--- config.mk ---
export PLATFORM = sky130hd
export DESIGN_NAME = axis_addr_slave
export DESIGN_NICKNAME = d
export VERILOG_FILES = /design/src/rtl/axis_addr_slave_pkg.sv /design/src/rtl/fifo_simple.sv /design/src/rtl/axis_addr_slave.sv
export SDC_FILE = /design/constraint.sdc
export NUM_CORES = 1
export LEC_CHECK = 0
export BUFFER_PORTS_ARGS = -buffer_cell sky130_fd_sc_hd__clkbuf_2
export CAP_MARGIN = 5
export CELL_PAD_IN_SITES_DETAIL_PLACEMENT = 1
export CELL_PAD_IN_SITES_GLOBAL_PLACEMENT = 1
export CORE_ASPECT_RATIO = 1.25
export CORE_MARGIN = 3
export CORE_UTILIZATION = 49
export DETAILED_ROUTE_END_ITERATION = 8
export HOLD_SLACK_MARGIN = 0.12
export PLACE_DENSITY = 0.7
export SYNTH_ARGS = -nofsm -noshare
export SYNTH_HDL_FRONTEND = slang
export SYNTH_SLANG_ARGS = --single-unit
--- constraint.sdc ---
create_clock -name clk -period 5 [get_ports clk]
set_input_delay 0 -clock clk [delete_from_list [all_inputs] [get_ports clk]]
set_output_delay 0 -clock clk [all_outputs]
set_load 0.005 [all_outputs]
--- src/rtl/axis_addr_slave_pkg.sv ---
// Shared definitions for the AXI address-channel responder.
// Holds the one-hot FSM state indices/encoding and the byte-to-word shift helper.
// Imported by axis_addr_slave; no logic of its own.
package axis_addr_slave_pkg;

    localparam int IDLE_IDX = 0;
    localparam int LOAD_IDX = 1;
    localparam int BEAT_IDX = 2;

    // One-hot: each state owns exactly one bit at its index.
    typedef enum logic [2:0] {
        S_IDLE = 3'b001,
        S_LOAD = 3'b010,
        S_BEAT = 3'b100
    } state_t;

    // log2 of the number of bytes in one data word.
    function automatic int word_shift(input int data_width);
        return $clog2(data_width / 8);
    endfunction

endpackage

--- src/rtl/fifo_simple.sv ---
// Generic synchronous FIFO, 2^ADDR_WIDTH entries, registered read data.
// Latency: rd_dat valid the cycle after rd_en; full/empty reflect state after the last edge.
// Backpressure: writes when full and reads when empty are ignored.
//
// Ports: clk, rst (sync, active-high); wr_en/wr_dat push; rd_en pops into rd_dat;
//        full/empty status flags.
module fifo_simple #(
    parameter int DATA_WIDTH = 8,
    parameter int ADDR_WIDTH = 4
) (
    input  logic                  clk,
    input  logic                  rst,
    input  logic                  wr_en,
    input  logic [DATA_WIDTH-1:0] wr_dat,
    input  logic                  rd_en,
    output logic [DATA_WIDTH-1:0] rd_dat,
    output logic                  full,
    output logic                  empty
);

    localparam int DEPTH = 1 << ADDR_WIDTH;

    logic [DATA_WIDTH-1:0] mem [0:DEPTH-1];
    // One extra pointer bit distinguishes full from empty when the indices match.
    logic [ADDR_WIDTH:0]   wr_ptr;
    logic [ADDR_WIDTH:0]   rd_ptr;
    logic                  do_wr;
    logic                  do_rd;

    assign empty = (wr_ptr == rd_ptr);
    assign full  = (wr_ptr[ADDR_WIDTH] != rd_ptr[ADDR_WIDTH]) &&
                   (wr_ptr[ADDR_WIDTH-1:0] == rd_ptr[ADDR_WIDTH-1:0]);
    assign do_wr = wr_en & ~full;
    assign do_rd = rd_en & ~empty;

    always_ff @(posedge clk) begin
        if (do_wr) begin
            mem[wr_ptr[ADDR_WIDTH-1:0]] <= wr_dat;
        end
    end

    always_ff @(posedge clk) begin
        if (rst) begin
            wr_ptr <= '0;
            rd_ptr <= '0;
            rd_dat <= '0;
        end else begin
            if (do_wr) begin
                wr_ptr <= wr_ptr + 1'b1;
            end
            if (do_rd) begin
                rd_dat <= mem[rd_ptr[ADDR_WIDTH-1:0]];
                rd_ptr <= rd_ptr + 1'b1;
            end
        end
    end

endmodule

--- src/rtl/axis_addr_slave.sv ---
// AXI address-channel responder: queues burst commands and expands each into per-beat word addresses.
// Latency: command accepted at cycle T into an idle block yields first mem_val at T+3; 2-cycle gap between bursts.
// Backpressure: axi_aready drops while the 16-entry command FIFO is full; mem_rdy low holds the current beat.
//
// Ports: clk, rst (sync, active-high); axi_aaddr/axi_alen/axi_avalid/axi_aready command channel;
//        mem_addr/mem_last/mem_val/mem_rdy beat channel; busy = work queued or in flight.
// Optional: define AXIS_ADDR_SLAVE_STATS_EN to add stat_bursts/stat_beats handshake counters.
module axis_addr_slave
    import axis_addr_slave_pkg::*;
#(
    parameter int BUF_AWIDTH     = 4,
    parameter int AXI_LEN_WIDTH  = 8,
    parameter int AXI_ADDR_WIDTH = 32,
    parameter int AXI_DATA_WIDTH = 256,
    parameter int MEM_AWIDTH     = AXI_ADDR_WIDTH - 5
) (
    input  logic                      clk,
    input  logic                      rst,
    input  logic [AXI_ADDR_WIDTH-1:0] axi_aaddr,
    input  logic [AXI_LEN_WIDTH-1:0]  axi_alen,
    input  logic                      axi_avalid,
    output logic                      axi_aready,
    output logic [MEM_AWIDTH-1:0]     mem_addr,
    output logic                      mem_last,
    output logic                      mem_val,
    input  logic                      mem_rdy,
    output logic                      busy
`ifdef AXIS_ADDR_SLAVE_STATS_EN
    ,
    output logic [31:0]               stat_bursts,
    output logic [31:0]               stat_beats
`endif
);

    localparam int WORD_SHIFT = word_shift(AXI_DATA_WIDTH);
    localparam int CMD_W      = AXI_ADDR_WIDTH + AXI_LEN_WIDTH;

    state_t                    state;
    state_t                    state_nxt;
    logic                      fifo_full;
    logic                      fifo_empty;
    logic                      push;
    logic                      pop;
    logic [CMD_W-1:0]          push_dat;
    logic [CMD_W-1:0]          pop_dat;
    logic [AXI_ADDR_WIDTH-1:0] cmd_aaddr;
    logic [AXI_LEN_WIDTH-1:0]  cmd_alen;
    logic [MEM_AWIDTH-1:0]     word_addr;
    logic [AXI_LEN_WIDTH-1:0]  beat_cnt;
    logic                      beat_done;
    logic                      unused_low_bits;

    assign axi_aready = ~fifo_full & ~rst;
    assign push       = axi_avalid & axi_aready;
    assign push_dat   = {axi_aaddr, axi_alen};

    fifo_simple #(
        .DATA_WIDTH (CMD_W),
        .ADDR_WIDTH (BUF_AWIDTH)
    ) u_cmd_fifo (
        .clk    (clk),
        .rst    (rst),
        .wr_en  (push),
        .wr_dat (push_dat),
        .rd_en  (pop),
        .rd_dat (pop_dat),
        .full   (fifo_full),
        .empty  (fifo_empty)
    );

    assign cmd_aaddr = pop_dat[CMD_W-1 -: AXI_ADDR_WIDTH];
    assign cmd_alen  = pop_dat[AXI_LEN_WIDTH-1:0];

    // Sub-word byte offset is dropped: unaligned starts are truncated to their word.
    assign unused_low_bits = ^cmd_aaddr[WORD_SHIFT-1:0];

    always_ff @(posedge clk) begin
        if (rst) begin
            state <= S_IDLE;
        end else begin
            state <= state_nxt;
        end
    end

    always_comb begin
        state_nxt = state;
        pop       = 1'b0;
        case (state)
            S_IDLE: begin
                if (!fifo_empty) begin
                    pop       = 1'b1;
                    state_nxt = S_LOAD;
                end
            end
            S_LOAD: state_nxt = S_BEAT;
            S_BEAT: begin
                if (mem_rdy && (beat_cnt == '0)) begin
                    state_nxt = S_IDLE;
                end
            end
            default: state_nxt = S_IDLE;
        endcase
    end

    // Burst cursor: loaded from the popped command, advanced on each accepted non-final beat.
    // Address increments wrap naturally at 2^MEM_AWIDTH.
    always_ff @(posedge clk) begin
        if (rst) begin
            word_addr <= '0;
            beat_cnt  <= '0;
        end else if (state[LOAD_IDX]) begin
            word_addr <= cmd_aaddr[WORD_SHIFT +: MEM_AWIDTH];
            beat_cnt  <= cmd_alen;
        end else if (state[BEAT_IDX] && mem_rdy && (beat_cnt != '0)) begin
            word_addr <= word_addr + 1'b1;
            beat_cnt  <= beat_cnt - 1'b1;
        end
    end

    assign mem_val   = state[BEAT_IDX];
    assign mem_last  = state[BEAT_IDX] & (beat_cnt == '0);
    assign mem_addr  = word_addr;
    assign busy      = ~fifo_empty | ~state[IDLE_IDX];
    assign beat_done = mem_val & mem_rdy;

`ifdef AXIS_ADDR_SLAVE_STATS_EN
    always_ff @(posedge clk) begin
        if (rst) begin
            stat_bursts <= '0;
            stat_beats  <= '0;
        end else if (beat_done) begin
            stat_beats <= stat_beats + 32'd1;
            if (mem_last) begin
                stat_bursts <= stat_bursts + 32'd1;
            end
        end
    end
`else
    // Counters compiled out; beat_done has no consumer in this build.
    logic unused_beat_done;
    assign unused_beat_done = beat_done;
`endif

endmodule
# Word level (Yosys, flattened, before mapping)
# Memories as Yosys holds them, arrays and structs flattened. A register that Yosys moved wholly into a read port is not among the register bits.
# Index checks and enable logic that the tools add are counted.
[totals] ff_bits=48 mem_count=1 elab_cells=47 ram_bits=640 in_bits=44 output_inout_bits=31
[op_classes] n_mux=11 addsub=4 reduce_logical=8 bitwise=10 n_eq_ne=8
[mem_list] memory="u_cmd_fifo.mem" depth=16 width=40 read_ports=1 rd_clocked_by_memory_dff=1 wr=1 line_no="fifo_simple.sv:23" rtl="logic [DATA_WIDTH-1:0] mem [0:DEPTH-1];"
[op_table] op="27-bit two-way mux" count=2
[op_table] op="27-bit by 1-bit adder with 27-bit output, second input constant" count=1
[op_table] op="8-bit two-way mux" count=2
[op_table] op="5-bit by 1-bit adder with 5-bit output, second input constant" count=2
[op_table] op="3-bit one-hot mux with 3 select lines" count=1
[op_table] op="8-bit logical NOT" count=1
[op_table] op="8-bit nonzero test" count=1
[op_table] op="8-bit by 1-bit subtractor with 8-bit output, second input constant" count=1
[op_table] op="3-bit two-way mux" count=2
[op_table] op="1-bit bitwise AND" count=5
[op_table] op="5-bit == test" count=1
[op_table] op="4-bit == test" count=1
[op_table] op="1-bit logical AND" count=4
[op_table] op="1-bit two-way mux" count=4
[op_table] op="2-bit inequality test, second input constant" count=2
[op_table] op="1-bit NOT" count=4
[op_table] op="3-bit by 1-bit == test with 1-bit output, second input constant" count=1
[op_table] op="3-bit by 2-bit == test with 1-bit output, second input constant" count=1
[op_table] op="3-bit == test, second input constant" count=1
[op_table] op="2-bit AND reduction" count=1
[op_table] op="2-bit nonzero test" count=1
[op_table] op="1-bit inequality test" count=1
[op_table] op="1-bit bitwise OR" count=1

# Longest topological paths before layout
[depth] depth_word=8 depth_mapped=9 mapped_depth_nobuf=7

# By module
# Synthesis repeated with hierarchy kept, for this count alone.
[hier_totals] hier_cells=1605 hier_area_um2=28648.7
[modules_own_cells] module="fifo_simple" cells_each=1328 area_each_um2=26399.1 n_inst=1 seq_area_each_um2=20219.4
[modules_own_cells] module="axis_addr_slave" cells_each=277 area_each_um2=2249.7 n_inst=1 seq_area_each_um2=760.7

# Worst setup path after synthesis
# OpenSTA, ideal clock, no wires.
[synth_path] path_type="register -> register" from="register u_cmd_fifo.rd_ptr[2]" to="memory u_cmd_fifo.mem[3][0] (netlist bit) (enable)" setup_time_ps=471 t_required_ps=4529 arrival_ps=3811 path_buffers=1 slack_ps=719 period_less_slack_ps=4281 path_stages_with_launch=7 cell_sequence="dfxtp_1 > buf_2 > xor2_1 > nor4_4 > a21oi_1 > nand2_1 > nor3_1"
[synth_between] elab_chain_len=8
[synth_lines] item="start, declared" line_no="fifo_simple.sv:26" rtl="logic [ADDR_WIDTH:0] rd_ptr;"
[synth_lines] item="start signal, assigned" line_no="fifo_simple.sv:53" rtl="rd_ptr <= rd_ptr + 1'b1;"
[synth_lines] item="4-bit == test (*)" line_no="fifo_simple.sv:32" rtl="(wr_ptr[ADDR_WIDTH-1:0] == rd_ptr[ADDR_WIDTH-1:0]);"
[synth_lines] item="1-bit logical AND (*)" line_no="fifo_simple.sv:31" rtl="assign full = (wr_ptr[ADDR_WIDTH] != rd_ptr[ADDR_WIDTH]) &&"
[synth_lines] item="1-bit NOT (*)" line_no="fifo_simple.sv:33, axis_addr_slave.sv:53"
[synth_lines] item="1-bit bitwise AND" line_no="axis_addr_slave.sv:53" rtl="assign axi_aready = ~fifo_full & ~rst;"
[synth_lines] item="1-bit bitwise AND" line_no="axis_addr_slave.sv:54" rtl="assign push = axi_avalid & axi_aready;"
[synth_lines] item="1-bit bitwise AND (*)" line_no="fifo_simple.sv:33" rtl="assign do_wr = wr_en & ~full;"
[synth_lines] item="1-bit two-way mux (*)" line_no="fifo_simple.sv:37" rtl="if (do_wr) begin"
[synth_lines] item="1-bit two-way mux (not written as such) (*)" line_no="fifo_simple.sv:38" rtl="mem[wr_ptr[ADDR_WIDTH-1:0]] <= wr_dat;"
[synth_lines] item="end, declared" line_no="fifo_simple.sv:23"
# Mark *: on every way between the ends. The rest lies on a longest branch, timed or not.

# Final worst setup path
[layout_path] from="register u_cmd_fifo.wr_ptr[2]" to="memory u_cmd_fifo.mem[10][13] (netlist bit) (enable)"
[layout_between] elab_chain_len=8
[layout_lines] item="start, declared" line_no="fifo_simple.sv:25" rtl="logic [ADDR_WIDTH:0] wr_ptr;"
[layout_lines] item="start signal, assigned" line_no="fifo_simple.sv:49" rtl="wr_ptr <= wr_ptr + 1'b1;"
[layout_lines] item="4-bit == test" line_no="fifo_simple.sv:32"
[layout_lines] item="1-bit logical AND" line_no="fifo_simple.sv:31"
[layout_lines] item="1-bit NOT" line_no="fifo_simple.sv:33, axis_addr_slave.sv:53"
[layout_lines] item="1-bit bitwise AND" line_no="axis_addr_slave.sv:53"
[layout_lines] item="1-bit bitwise AND" line_no="axis_addr_slave.sv:54"
[layout_lines] item="1-bit bitwise AND" line_no="fifo_simple.sv:33"
[layout_lines] item="1-bit two-way mux" line_no="fifo_simple.sv:37"
[layout_lines] item="1-bit two-way mux (not written as such)" line_no="fifo_simple.sv:38"
# Parallel ways exist; a longest one is shown, timed or not.

==> results.md <==
- Status: finished, final reports clean
- Core outline area: around 50000 µm²
- Avg Synthesized Cell Area: 18.7 µm²
- Cts bufs inserted: 61
- Fin. Hold Viols: 0
- Switching power of the nets: 3390 µW
- CP top delay family: simple AND/OR/NAND/NOR gates
- Synthesized flop and latch total: 643
- Post-DR wirelength/cell: 28.2 µm
- Buffer cell driving the clock tree root: sky130_fd_sc_hd__clkbuf_16
- Largest fanout on the critical path: 26
- TritonCTS clock tree: built
- Sequential share of power: 49.0%
- Antenna violations before repair: 0
- DRC errors left: 0
- Final clock period utilization by the worst path: 69.2%
- Maximum number of pins on one net before global-route repair: between 60 and 70
- PostCTS Resize Cnt: 0
- Tmin final: 3.46 ns
- Estimated wirelength of the detail-placed design: 34900 µm
- Routed wl met2: 31400 µm
- Worst path arrival time: 3.70 ns
- Crit-path cells: xor2_1, nor4_4, a21oi_1, nand2_1, nor2_4, buf_4
- Total of warnings raised by yosys: 0
- RSZ-0062 raised after global routing: no
- Top Layer Used: met4
- Crit start category: flop
- First-pass GRT wire length: slightly above 90000 µm
- Post-synthesis cell count: 1330
- Fraction of final layout cells with drive strength greater than 1: 24.8%
- Buffer depth of the longest clock path: 3
- Via count of the first global-routing pass: 14100
- Commonest cells after routing, fill and taps aside: 560 x sky130_fd_sc_hd__edfxtp_1, 140 x sky130_fd_sc_hd__mux4_2, 80 x sky130_fd_sc_hd__dfxtp_1
- Static leakage: 0.00894 µW
- Number of H-tree branching levels: 2
- Number of standard-cell rows in the floorplan: 91
- GRT Resource Usage Total: 22.6%
- Clock Sink Count: approximately 640
- Clock-pin transition on the worst setup and hold timing paths: approximately 0.070 ns
- Clock latency at the later pin of the worst-skew pair: between 0.6 and 0.7 ns
- Clock power share: between 30% and 40%
- Delay of the slowest cell on the worst path: ~0.65 ns
- Overflow left after global routing: 0
- Total Die Area: 53700 µm²
- Top-Level Pins: 75
- Required time worst endpoint: about 5.2 ns
- Library cell with the largest summed area after synthesis: sky130_fd_sc_hd__edfxtp_1
- Final worst-path setup slack: 1.54 ns
- Sequential share of the synthesized area: 74.1%
- Synth cell types: 54
- Starting density of the core: 50.0%
- Highest clock rate: 289 MHz
- Post-layout power: 12900 µW
- Number of instances in the placed design: ~2000
- P per Cell Area: 453 nW/µm²
- HP Class: in2reg
- Die Span Y: roughly 260 µm
- Crit path capture type: flop
- Most common cell after layout, fill and taps aside: sky130_fd_sc_hd__edfxtp_1
- Post-layout nets: 1508
- Measured slew at the worst slew-check pin: around 1.2 ns
- Number of maximum-capacitance violations: 0
- Fraction of power spent switching nets: a little over a quarter
- Part of the power in combinational logic: approximately 16%
- Maximum vdd ir drop: 320 µV
- Total Negative Setup Slacks: 0 ns
- Post-synth EDFFs: 560
- Worst Path Class, Setup: reg2reg
- Non-filler instance count after layout: 2155
- Setup Skew: 0.0253 ns
- Async S/R FF share, synth: 0%
- Vias per cell: 6.11
- Area overhead of the layout relative to synthesis: 14.1%
- Number of pins exceeding their max-slew limit in the final report: 0
- Horiz. Die Dim: 208 µm
- Count of input and output buffers: 69
- Syn_nets: 1382
- Standard cell with the maximum stage delay on the critical path: sky130_fd_sc_hd__dfxtp_1
- Count of final setup violators: 0
- Final antenna diode count: 0
- Total detailed-routing wirelength: just over 60000 µm
- Vias after detailed routing: between 10000 and 15000
- Area share of the largest cell type after synthesis: a little under 70%
- Crit path buffers/inverters: 1
- Most used flip-flop cell after synthesis: sky130_fd_sc_hd__edfxtp_1
- Initial detailed-routing violation count: between 1000 and 1500
- Remaining antenna violation count: 0
- Int Pwr: 9500 µW
- Final Wtd Congestion: just under 0.8
- Length of the first detailed-routing pass in iterations: 5
- Post-Syn Area: 24900 µm²
- Max_slew headroom: between 20% and 30%
- Synth top area cells: sky130_fd_sc_hd__edfxtp_1 67%, sky130_fd_sc_hd__mux4_2 13%, sky130_fd_sc_hd__dfxtp_1 6.7%, sky130_fd_sc_hd__o22ai_1 1.8%, sky130_fd_sc_hd__a21oi_1 1.0%
- Met3 routed WL: 3150 µm
- Worst slack at placement: 1.55 ns
- Met1 wire length: 24600 µm
==> worst register-to-register path: stages (launching register included) <==
cell                      delay [ns]
sky130_fd_sc_hd__dfxtp_1        0.65
sky130_fd_sc_hd__xor2_1         0.29
sky130_fd_sc_hd__nor4_4         0.12
sky130_fd_sc_hd__a21oi_1        0.57
sky130_fd_sc_hd__nand2_1        0.42
sky130_fd_sc_hd__nor2_4         0.48
sky130_fd_sc_hd__buf_4          0.54
==> flip-flops by register name, indices dropped and copies added (netlist names) <==
| register | flops |
|---|---|
| u_cmd_fifo.rd_ptr | 5 |
| beat_cnt | 8 |
| state | 3 |
| u_cmd_fifo.wr_ptr | 5 |
| u_cmd_fifo.rd_dat | 35 |
| mem_addr | 27 |
| u_cmd_fifo.mem | 560 |
==> synthesized netlist by cell type (11+ instances only) <==
cell type,number
sky130_fd_sc_hd__nor2_1,44
sky130_fd_sc_hd__buf_2,22
sky130_fd_sc_hd__buf_4,14
sky130_fd_sc_hd__or3_1,38
sky130_fd_sc_hd__clkbuf_1,41
sky130_fd_sc_hd__xnor2_1,24
sky130_fd_sc_hd__mux4_2,140
sky130_fd_sc_hd__o41ai_1,14
sky130_fd_sc_hd__a21o_1,14
sky130_fd_sc_hd__nor3_1,15
sky130_fd_sc_hd__edfxtp_1,560
sky130_fd_sc_hd__dfxtp_1,83
sky130_fd_sc_hd__a21oi_1,51
sky130_fd_sc_hd__o22ai_1,70
sky130_fd_sc_hd__inv_1,24
sky130_fd_sc_hd__nand3_1,11
sky130_fd_sc_hd__nand4_1,11
sky130_fd_sc_hd__nand2_1,54
==> logic make-up (layout without fill, tap and decap cells) <==
| family | count (synthesis) | in the layout | synth area share, % |
|---|---|---|---|
| flops | 643 | 643 | 74.1 |
| simple gates | 216 | 216 | 4.64 |
| compound gates | 175 | 175 | 4.74 |
| mux | 147 | 147 | 12.9 |
| buf+inv | 108 | 282 | 2.02 |
| xor+xnor | 33 | 33 | 1.16 |
| fa+ha+maj | 8 | 8 | 0.401 |
==> layer usage <==
layer / track usage, % / up-vias
met4: 6.75 / 0
met2: 39.2 / 376
met1: 30.0 / 7026
met3: 3.33 / 104
li1: - / 5654
met5: 0 / -
==> power by group through the flow <==
| stage | Combinational, µW | Clock (µW) | Sequential (µW) |
|---|---|---|---|
| after CTS | 2050 | 4640 | 6320 |
| after global placement | 1970 | 0 | 6420 |
| final | 2020 | 4550 | 6320 |
| after global routing | 2190 | 4860 | 6350 |
| after detailed placement | 2000 | 0 | 6440 |
| after floorplan | 1420 | 0 | 6320 |
==> through the flow <==
step	hold slack, ns	cell area (µm²)	util, %
4_1_cts	0.291	28400	57.0
3_5_place_dp	0.404	26100	52.4
3_3_place_gp	0.385	26100	52.4
2_1_floorplan	0.0989	24900	-
6_report	0.324	28400	57.0
5_1_grt	0.354	28400	57.0
==> what timing repair did <==
item / in CTS / in global routing
hold buffers: 39 / 0
hold endpoints to repair: 607 / 0
setup buffers: 0 / 0
==> cell type report <==
type	count	area, µm²
clock buffer	77	1620
clock inverter	34	334
fill	4373	21400
inverter	25	93.8
multi-input combinational	579	6080
sequential	643	18500
tap	651	815
timing repair buffer	146	1020
==> final timing paths <==
kind	start	endpoint	cells after the start	slack (ns)
worst max-delay path	u_cmd_fifo.wr_ptr[2]	u_cmd_fifo.mem[10][13]	6	1.54
worst min-delay path	axi_alen[3]	u_cmd_fifo.mem[13][3]	2	0.32
worst max register to register	u_cmd_fifo.wr_ptr[2]	u_cmd_fifo.mem[10][13]	6	1.54
worst min register to register	u_cmd_fifo.rd_dat[30]	u_cmd_fifo.rd_dat[30]	2	0.46
No activity file was read; power rests on OpenSTA's default activity.
